--- src/rtl/hazard_forward_unit.sv ---
// rtl/hazard_forward_unit.sv - data-hazard forwarding select and load-use stall generation
//
// Purpose:
//   Produces per-source operand-forwarding selects for the EX stage and a
//   stall request for the ID stage. The stall request covers three cases:
//   a load in EX that an ID source depends on, older loads still in flight
//   (tracked in a short delay line when loads need more than one bubble),
//   and, when forwarding is disabled, any RAW dependency on EX or MEM.
//   A saturating counter accumulates the number of stalled cycles.
//
// Parameters:
//   REG_AW   - register address width
//   NUM_SRC  - source operands per instruction (1..4)
//   LOAD_LAT - load-use bubbles required (1..4)
//   FWD_EN   - 1 = full forwarding, 0 = stall-only
//
// Ports:
//   clk, rst           - clock, synchronous active-high reset
//   id_rs, id_rs_used  - ID-stage source addresses / read enables
//   ex_rs              - ID/EX source addresses (forwarding compare)
//   id_ex_*            - destination info of the instruction in EX
//   ex_mem_*, mem_wb_* - destination info of the instructions in MEM / WB
//   flush, hold        - pipeline flush / global freeze
//   forward            - per-source select: 00 regfile, 10 EX/MEM, 01 MEM/WB
//   stall              - hold PC and IF/ID, bubble into ID/EX
//   stall_cycles       - saturating stalled-cycle count

module hazard_forward_unit #(
  parameter int REG_AW   = 5,
  parameter int NUM_SRC  = 2,
  parameter int LOAD_LAT = 1,
  parameter int FWD_EN   = 1
) (
  input  logic                        clk,
  input  logic                        rst,
  input  logic [NUM_SRC*REG_AW-1:0]   id_rs,
  input  logic [NUM_SRC-1:0]          id_rs_used,
  input  logic [NUM_SRC*REG_AW-1:0]   ex_rs,
  input  logic [REG_AW-1:0]           id_ex_rd,
  input  logic                        id_ex_RegWrite,
  input  logic                        id_ex_MemRead,
  input  logic [REG_AW-1:0]           ex_mem_rd,
  input  logic                        ex_mem_RegWrite,
  input  logic [REG_AW-1:0]           mem_wb_rd,
  input  logic                        mem_wb_RegWrite,
  input  logic                        flush,
  input  logic                        hold,
  output logic [2*NUM_SRC-1:0]        forward,
  output logic                        stall,
  output logic [15:0]                 stall_cycles
);

  localparam logic [1:0] FWD_RF  = 2'b00;
  localparam logic [1:0] FWD_MEM = 2'b10;
  localparam logic [1:0] FWD_WB  = 2'b01;

  logic [NUM_SRC-1:0] live;
  logic               load_in_ex;
  logic               load_hz;
  logic               dly_hz;
  logic               raw_hz;
  logic               advance;

  // A source only matters if it is actually read and is not the hardwired x0.
  always_comb begin
    live = '0;
    for (int i = 0; i < NUM_SRC; i++) begin
      live[i] = id_rs_used[i] && (id_rs[i*REG_AW +: REG_AW] != '0);
    end
  end

  assign load_in_ex = id_ex_MemRead && id_ex_RegWrite && (id_ex_rd != '0);

  always_comb begin
    load_hz = 1'b0;
    for (int i = 0; i < NUM_SRC; i++) begin
      if (load_in_ex && live[i] && (id_rs[i*REG_AW +: REG_AW] == id_ex_rd)) begin
        load_hz = 1'b1;
      end
    end
  end

  // Forwarding selects; EX/MEM wins over MEM/WB because it holds the younger value.
  generate
    if (FWD_EN != 0) begin : g_fwd
      always_comb begin
        forward = '0;
        for (int i = 0; i < NUM_SRC; i++) begin
          if (ex_mem_RegWrite && (ex_mem_rd != '0) &&
              (ex_mem_rd == ex_rs[i*REG_AW +: REG_AW])) begin
            forward[2*i +: 2] = FWD_MEM;
          end else if (mem_wb_RegWrite && (mem_wb_rd != '0) &&
                       (mem_wb_rd == ex_rs[i*REG_AW +: REG_AW])) begin
            forward[2*i +: 2] = FWD_WB;
          end else begin
            forward[2*i +: 2] = FWD_RF;
          end
        end
      end
    end else begin : g_nofwd
      assign forward = '0;
    end
  endgenerate

  // Without forwarding every in-flight producer in EX or MEM blocks the
  // reader; WB is safe because the register file writes before it reads.
  // A live source is never x0, so no separate rd!=0 qualifier is needed.
  generate
    if (FWD_EN == 0) begin : g_raw
      always_comb begin
        raw_hz = 1'b0;
        for (int i = 0; i < NUM_SRC; i++) begin
          if (live[i] &&
              ((id_ex_RegWrite  && (id_rs[i*REG_AW +: REG_AW] == id_ex_rd)) ||
               (ex_mem_RegWrite && (id_rs[i*REG_AW +: REG_AW] == ex_mem_rd)))) begin
            raw_hz = 1'b1;
          end
        end
      end
    end else begin : g_noraw
      assign raw_hz = 1'b0;
    end
  endgenerate

  // flush and hold only decide what happens at the edge, never the current stall.
  assign advance = !flush && !hold;

  // Delay line for loads needing more than one bubble. Entry k holds the
  // load that left EX k+1 advancing edges ago; each load keeps its own slot.
  generate
    if (LOAD_LAT > 1) begin : g_dly
      localparam int DEPTH = LOAD_LAT - 1;

      logic [DEPTH-1:0]  dl_valid;
      logic [REG_AW-1:0] dl_rd [DEPTH];

      always_ff @(posedge clk) begin
        if (rst) begin
          dl_valid <= '0;
          for (int k = 0; k < DEPTH; k++) begin
            dl_rd[k] <= '0;
          end
        end else if (flush) begin
          // Also discards the load presently in EX: entry 0 captures nothing.
          dl_valid <= '0;
        end else if (!hold) begin
          dl_valid[0] <= load_in_ex;
          dl_rd[0]    <= id_ex_rd;
          for (int k = 1; k < DEPTH; k++) begin
            dl_valid[k] <= dl_valid[k-1];
            dl_rd[k]    <= dl_rd[k-1];
          end
        end
      end

      always_comb begin
        dly_hz = 1'b0;
        for (int k = 0; k < DEPTH; k++) begin
          for (int i = 0; i < NUM_SRC; i++) begin
            if (dl_valid[k] && live[i] && (dl_rd[k] == id_rs[i*REG_AW +: REG_AW])) begin
              dly_hz = 1'b1;
            end
          end
        end
      end
    end else begin : g_nodly
      assign dly_hz = 1'b0;
    end
  endgenerate

  assign stall = !rst && (load_hz || dly_hz || raw_hz);

  always_ff @(posedge clk) begin
    if (rst) begin
      stall_cycles <= '0;
    end else if (advance && stall && (stall_cycles != 16'hFFFF)) begin
      stall_cycles <= stall_cycles + 16'd1;
    end
  end

endmodule

--- config.mk ---
export PLATFORM = sky130hd
export DESIGN_NAME = hazard_forward_unit
export DESIGN_NICKNAME = d
export VERILOG_FILES = /design/src/rtl/hazard_forward_unit.sv
export SDC_FILE = /design/constraint.sdc
export NUM_CORES = 1
export LEC_CHECK = 0
export BUFFER_PORTS_ARGS = -buffer_cell sky130_fd_sc_hd__buf_2
export CORE_UTILIZATION = 45
export DETAILED_ROUTE_END_ITERATION = 6
export GPL_TIMING_DRIVEN = 0
export PLACE_DENSITY = 0.78
export SYNTH_ARGS = -nofsm -noshare
export SYNTH_HDL_FRONTEND = slang
export SYNTH_SLANG_ARGS = --single-unit
--- constraint.sdc ---
create_clock -name clk -period 5.9 [get_ports clk]
set_input_delay 1.77 -clock clk [delete_from_list [all_inputs] [get_ports clk]]
set_output_delay 1.77 -clock clk [all_outputs]
set_load 0.02 [all_outputs]
==> results.yml <==
timing:
  min_period_ps: 5090
  fin_setup_tns_ps: 0
  finalHoldViolCount: 0
  timing.final.crit_share: 0.862
  fmax_mhz: 197
  worstMarginPinSlew_ps: 503
  setup_viol: 0
  skew_ps: 2.46
  rsz0062_at_grt: "false"
  maxSlewViolCount: 0
  max_slew_margin: 0.664
clock_network:
  path_clk_slew_ps: 100
  insertion_delay_ps: 300
  clkSinkCount: 16
  cts_root_buf: "clkbuf_4"
  clk_path_buf_depth: 2
  tritoncts: "done"
  cts_setup_buffers: 0
  ctsHoldBuffers: 0
  cts_resized: 0
  cts_buffers: 3
  h-tree-depth: 1
synth:
  synth_edf_count: 0
  ys_seq_elements: 16
  synth.avg_cell_area_um2: 8.47
  synth.cell_area_um2: 1380
  syn_inst: 163
  yosys_warnings: 0
  syn_nets: 209
  yosys.area.top_type_share: 0.232
  synth_commonest_cells: "16 x dfxtp_1, 16 x or4_1, 16 x xnor2_1"
  async_flop_share: 0
  synthFlopType: "dfxtp_1"
  synth_top_area_cell: "dfxtp_1"
  ys_top_cells_by_area: "dfxtp_1 23%, xnor2_1 10%, xor2_1 8.9%, or4_1 8.7%, nand4_1 5.0%"
  synth.distinct_cells: 38
  yosysSeqAreaShare: 0.232
cells_and_area:
  antenna_cells: 0
  largest_register_ffs: 16
  drive_gt1_frac: 0.371
  largest-register: "stall_cycles"
  area.growth.synth_to_final_pct: 29.0
  nets: 279
  top_regs: "stall_cycles: 16 flops"
power_and_ir_drop:
  ir_worst_vdd_uv: 79.7
  clkPwrFrac: 0.316
  p_sw_frac: 0.279
  internal-power_mw: 0.173
  power.density_nw_per_um2: 135
  p_seq_frac: 0.450
  p_leak_nw: 0.698
  p_comb_frac: 0.235
  power.total_mw: 0.240
  switchingPower_mw: 0.0670
hold_path:
  holdCritStartpoint: "stall_cycles[9]"
  min_path_type: "reg -> reg"
global_routing:
  grt_usage: 0.238
  grt_pass1_vias: 1444
  antenna_found_initial: 0
  grt_max_degree: 11
  overflow: 0
  grt_first_pass_wirelength_um: 6250
placement:
  place_congestion: 0.830
  port_buffers: 65
  dp_hpwl_um: 2920
status:
  violations: "DRC"
  outcome: "complete, but fails checks"
drt:
  viasPerCell: 5.83
  drc: 6
  drt_iter0_markers: 81
  num_vias: 1534
  ant_nets: 0
  wl_per_cell_um: 14.2
  firstDrtPassIters: 6
  totalWireLength_um: 3750
critical_path:
  cp_data_arrival_time_ps: 3320
  path_max_fanout: 3
  path_class: "in -> out"
  crit_required_ps: 4130
  reg2reg_from: "stall_cycles[0]"
  endpoint_kind: "primary output"
  startpoint_type: "primary input"
  crit_start: "ex_mem_rd[1]"
floorplanning:
  die-area_um2: 3290
  die_y_um: 57.4
  io_pins: 66
  start_util: 0.488
  die_w_um: 57.4
  rows: 19
  core-area_um2: 2830
flow_run:
  max_cap_violations: 0
-- layer usage --
metal  vias to the layer above  part of all wire  GRT usage
met5                         -                 0          0
li1                        780                 -          -
met1                       689              0.46      0.323
met3                         5             0.064     0.0340
met4                         0            0.0088     0.0627
met2                        60              0.47      0.395
-- power by group through the flow --
stage               Clock (mW)  Sequential [mW]  Combinational, mW
finish                  0.0758            0.108             0.0563
global route            0.0820            0.108             0.0624
detailed placement           0            0.110             0.0563
CTS                     0.0768            0.108             0.0566
global placement             0            0.110             0.0554
floorplan                    0            0.110             0.0280
-- metrics by stage --
step / std cells / utilization / instance area, um^2 / hold WS (ps) / worst slack [ps]
2_1_floorplan: 163 / - / 1380 / 563 / 743
3_3_place_gp: 259 / 0.617 / 1740 / 490 / 818
3_5_place_dp: 259 / 0.617 / 1740 / 505 / 813
4_1_cts: 263 / 0.629 / 1780 / 520 / 809
5_1_grt: 263 / 0.629 / 1780 / 553 / 693
6_report: 263 / 0.629 / 1780 / 524 / 815
-- cells by family after synthesis --
group	Yosys count	synth area share
simple gates	72	0.340
compound gates	35	0.170
xor+xnor	30	0.190
flops	16	0.232
buf+inv	7	0.0363
mux	2	0.0218
fa+ha+maj	1	0.00906
-- placed cells by master, fill, tap and decap left out, types with 4 or more instances in the layout --
master,count
xor2_1,14
dfxtp_1,16
nor2_1,5
a21oi_1,12
nand2_1,4
buf_2,66
o31ai_1,8
nand4_1,11
or4_1,16
nor4_1,6
nand3_1,7
or3_1,4
xnor2_1,16
o21ai_1,4
-- final cells by class --
type / instances / area [um^2]
multi-input cells: 140 / 1010
well taps: 31 / 38.8
flip-flops and latches: 16 / 320
fillers: 267 / 1050
inverters: 1 / 3.75
plain buffers: 6 / 46.3
repair buffers: 65 / 325
clock buffers: 4 / 36.3
-- critical path, stage by stage --
cell and delay [ps]:
buf_2 120, or4_1 510, o21ai_0 270, nor4_1 130
nor4_1 300, buf_2 210
-- final timing paths --
kind	end	slack, ps	depth (start not counted)
max	forward[2]	810	6
min	stall_cycles[9]	520	2
max reg2reg	stall_cycles[10]	3910	7
min reg2reg	stall_cycles[9]	520	2
No activity file was read; power rests on OpenSTA's default activity.
